<file path="src/rtl/counter_seq_pkg.sv">
// Shared definitions for the 4-bit up/down wrap counter sequence
// (0,1,2,3,15,14,13,12,0,...). The generator and the checker both use these.
package counter_seq_pkg;

  typedef enum logic [1:0] {
    HUNT    = 2'd0,
    CONFIRM = 2'd1,
    LOCKED  = 2'd2
  } seq_state_e;

  // Turning points of the sequence
  localparam logic [3:0] SEQ_UP_TOP = 4'd3;
  localparam logic [3:0] SEQ_DN_TOP = 4'd15;
  localparam logic [3:0] SEQ_DN_BOT = 4'd12;

  // A value belongs to the sequence if it is in the up run (0..3)
  // or the down run (12..15); 4..11 never occur.
  function automatic logic seq_legal(input logic [3:0] v);
    return (v <= SEQ_UP_TOP) || (v >= SEQ_DN_BOT);
  endfunction

endpackage

</file>
<file path="src/rtl/counter_seq_next.sv">
// Combinational successor of a sequence value plus its legality flag.
// For illegal inputs the successor is 0 and must be ignored by the user.
module counter_seq_next
  import counter_seq_pkg::*;
(
  input  logic [3:0] v,
  output logic [3:0] nxt,
  output logic       legal
);

  // Successor function: count up to the top of the up run, jump to 15,
  // count down to the bottom of the down run, then wrap to 0.
  always_comb begin
    nxt   = 4'd0;
    legal = seq_legal(v);
    if (v < SEQ_UP_TOP) begin
      nxt = v + 4'd1;
    end else if (v == SEQ_UP_TOP) begin
      nxt = SEQ_DN_TOP;
    end else if (v > SEQ_DN_BOT) begin
      nxt = v - 4'd1;
    end else begin
      nxt = 4'd0;
    end
  end

endmodule

</file>
<file path="config.mk">
export PLATFORM = sky130hd
export DESIGN_NAME = counter_seq_next
export DESIGN_NICKNAME = d
export VERILOG_FILES = /design/src/rtl/counter_seq_pkg.sv /design/src/rtl/counter_seq_next.sv
export SDC_FILE = /design/constraint.sdc
export NUM_CORES = 1
export LEC_CHECK = 0
export CAP_MARGIN = 15
export CORE_AREA = 5 5 42 44
export DETAILED_ROUTE_END_ITERATION = 6
export DIE_AREA = 0 0 47 49
export GPL_TIMING_DRIVEN = 0
export PLACE_DENSITY = 0.39
export SLEW_MARGIN = 20
export SYNTH_ARGS = -nofsm -noshare
export SYNTH_HDL_FRONTEND = slang
export SYNTH_SLANG_ARGS = --single-unit
</file>
<file path="constraint.sdc">
create_clock -name vclk -period 2.65
set_input_delay 0.53 -clock vclk [all_inputs]
set_output_delay 0.53 -clock vclk [all_outputs]
set_load 0.05 [all_outputs]
</file>
# After elaboration in Yosys (flattened, before gate mapping)
# Cells that the tools add are included.
# Widths: inputs -> output; s select.
classes:
  n_addsub: 2
  order_cmp: 4
  n_eq_ne: 1
  mux: 3
  n_reduce_logical: 1
ops:
  columns: ["cell", "n"]
  rows:
  - ["$mux 4", 3]
  - ["$add 4x1->4 const B", 1]
  - ["$eq 4x2->1 const B", 1]
  - ["$ge 4x4->1 const B", 1]
  - ["$gt 4x4->1 const B", 1]
  - ["$le 4x2->1 const B", 1]
  - ["$lt 4x2->1 const B", 1]
  - ["$sub 4x1->4 const B", 1]
  - ["$logic_or 1x1->1", 1]
totals:
  register_bits: 0
  input_bits: 4

# Logic depth before layout (Yosys ltp)
logic_depth:
  word_depth: 4
  mapped_depth: 5
  depth_no_buf: 5

# Least setup slack after synthesis
# Ideal clock, no wire load.
synth_timing:
  kind: "in2out"
  startpoint: "input port v[2]"
  endpoint: "output port nxt[1]"
  arrival_ps: 2054
  required_ps: 2120
  path_slack_ps: 66
  path_stages: 4
  n_path_buf: 0
  path_cell_list: "inv_1 -> ha_1 -> or3b_1 -> o211ai_1"
synth_via:
  elab_chain_cells: 4
  elab_cells_between_ends: 6
synth_rtl:
  columns: ["element", "line_no", "text"]
  rows:
  - ["start: declaration", "counter_seq_next.sv:6", "input logic [3:0] v,"]
  - ["$gt 4x4->1", "counter_seq_next.sv:20", "end else if (v > SEQ_DN_BOT) begin"]
  - ["$mux 4", "counter_seq_next.sv:20", null]
  - ["$mux 4", "counter_seq_next.sv:18", "end else if (v == SEQ_UP_TOP) begin"]
  - ["$mux 4 *", "counter_seq_next.sv:16", "if (v < SEQ_UP_TOP) begin"]
  - ["end: declaration", "counter_seq_next.sv:7", "output logic [3:0] nxt,"]
# Every way passes the cells marked *; elsewhere a longest branch is shown, timed or not.

# Final worst setup path
layout_timing:
  startpoint: "input port v[2]"
  endpoint: "output port nxt[2]"
layout_via:
  elab_chain_cells: 4
  elab_cells_between_ends: 8
layout_rtl:
  columns: ["element", "line_no"]
  rows:
  - ["$sub 4x1->4 or $gt 4x4->1 (tied branches)", "counter_seq_next.sv:21, counter_seq_next.sv:20"]
  - ["$mux 4", "counter_seq_next.sv:20"]
  - ["$mux 4", "counter_seq_next.sv:18"]
  - ["$mux 4 *", "counter_seq_next.sv:16"]
# Marked as above.

==> run_results.csv <==
group,metric,value,unit
sta,hold_viol,0,
pwr,power.leakage,0.000159,µW
sta,maxSlewViolCount,0,
detailed_routing,drtIter0Drc,9,
synthesis,synth_cell_types,16,
synthesis,synth_area,211,µm²
setup_path,critPathMaxFanout,7,
grt,grt_pass1_vias,184,
detailed_routing,dr.pass1.iters,4,
setup_path,worstSetupStartpointType,"primary input",
pwr,power.density,220,mW/mm²
sta,post-route-min-period,2560,ps
synthesis,yosys_warnings,0,
sta,setup_tns,0,ps
synthesis,netlist_instances,29,
die,core.rowCount,14,
cells_and_area,nets,50,
die,die_area,0.00230,mm²
cells_and_area,register_area,0,µm²
detailed_routing,vias,226,
setup_path,cp_data_arrival_time,2030,ps
grt,overflow,0,
hold_path,min_from,"v[2]",
setup_path,critPathRequiredTime,2120,ps
placed_design,io_buffers,9,
die,io_pins,9,
cells_and_area,layout_commonest_cell,"inv_1",
grt,grtUsageTotal,4.14,%
detailed_routing,antenna_left,0,
die,fp.dieW,47,µm
die,chipHeight,49,µm
placed_design,gp_congestion,0.669,
cells_and_area,n_antenna_cell,0,
sta,rsz0062_at_grt,"no",
outcome,outcome,"finished clean",
setup_path,cp-startpoint,"v[2]",
cells_and_area,layout_common_cells,"inv_1 (7), ha_1 (5)",
sta,max_freq,390,MHz
grt,antenna_found_initial,0,
pwr,power.total,68.5,µW
synthesis,avgSynthCellArea,7.29,µm²
cells_and_area,drive_gt1_share,21.1,%
hold_path,min_path_type,"in -> out",
run,max-cap-violations,0,
cells_and_area,multi_input_area,190,µm²
setup_path,worst_setup_path_end_kind,"output pin",
setup_path,critPathKind,"in -> out",
sta,fin_crit_sh,96.7,%
synthesis,synth_sequential_area_ratio,0,%
die,coreArea,0.00140,mm²
grt,grt_pass1_wl,800,µm
cells_and_area,fillers,168,
cells_and_area,seq_cells,0,
detailed_routing,drc,0,
die,floorplan.initialDensity,15.1,%
cells_and_area,clock_buffers,0,
pwr,peakVddDrop,0.0615,mV
detailed_routing,routed_wl,485,µm
synthesis,syn_nets,39,
detailed_routing,routedWlPerCell,8.98,µm
cts,cts_setup_buffers,0,
placed_design,hpwlAfterDp,431,µm
sta,worst_pin_slew,494,ps
sta,max_slew_margin,67.0,%
cells_and_area,syn2layout_area_growth,47.3,%
sta,finalSetupViolations,0,
detailed_routing,via_per_inst,4.19,
grt,grt_max_degree,8,
-- path summary, 6_finish.rpt --
kind	endpoint	slack, ps	cells after the start
min	nxt[2]	1640	3
max	nxt[2]	90	7
-- worst max-delay path, stage by stage --
cell and delay [ps]:
clkdlybuf4s15_2 240, inv_1 90, ha_2 230, or3b_4 420
nor3b_1 200, a221o_1 160, buf_6 160
-- timing repair --
action / 4_1_cts / 5_1_grt
gates resized for setup: 26 / 3
setup endpoints to repair: 5 / 1
hold buffers: 0 / 0
-- synthesized netlist by cell type --
master / count / area [µm²]
a221o_2: 1 / 11.3
nand2_1: 2 / 7.51
o21ai_0: 1 / 5.00
o22ai_1: 1 / 6.26
o31ai_1: 1 / 7.51
ha_1: 6 / 75.1
o211ai_1: 1 / 7.51
inv_1: 7 / 26.3
nand3_1: 1 / 5.00
or4_1: 1 / 7.51
nor3b_1: 1 / 7.51
xnor2_1: 1 / 8.76
a21o_1: 1 / 7.51
or3b_1: 1 / 8.76
a21oi_1: 2 / 10.0
a221o_1: 1 / 10.0
-- routing by layer --
| metal | vias up | wire length (µm) | global-route usage, % |
|---|---|---|---|
| met4 | 0 | 0 | 0 |
| met5 | - | 0 | 0 |
| met1 | 99 | 206 | 5.87 |
| met3 | 0 | 28 | 0 |
| met2 | 4 | 250 | 7.24 |
| li1 | 123 | - | - |
-- per-stage QoR --
step	utilization [%]	instance area, µm²	hold WS, ps	worst slack, ps	cells
finish	22.2	312	1640	86.6	54
global route	22.2	312	1680	1.78	54
CTS	22.4	314	1650	44.3	54
detailed placement	22.9	322	2470	-1010	54
global placement	22.9	322	2450	-975	54
floorplan	-	211	1410	66.2	29
-- area by class of cell --
type | instances | area share (%)
inverters | 7 | 8.43
well taps | 16 | 6.43
repair buffers | 9 | 24.1
multi-input cells | 22 | 61.0
-- kinds of logic (layout without fill, tap and decap cells) --
group | count (synthesis) | count (layout) | share of synthesized area (%)
compound gates | 9 | 9 | 30.8
buf+inv | 7 | 16 | 12.4
fa+ha+maj | 6 | 6 | 35.5
simple gates | 6 | 6 | 17.2
xor+xnor | 1 | 1 | 4.14
-- where the power goes --
part | internal [µW] | switching, µW
sequential | 0 | 0
combinational | 24.0 | 44.5
clock | 0 | 0
total | 24.0 | 44.5
Note: power is estimated with default switching activity, not from simulation.
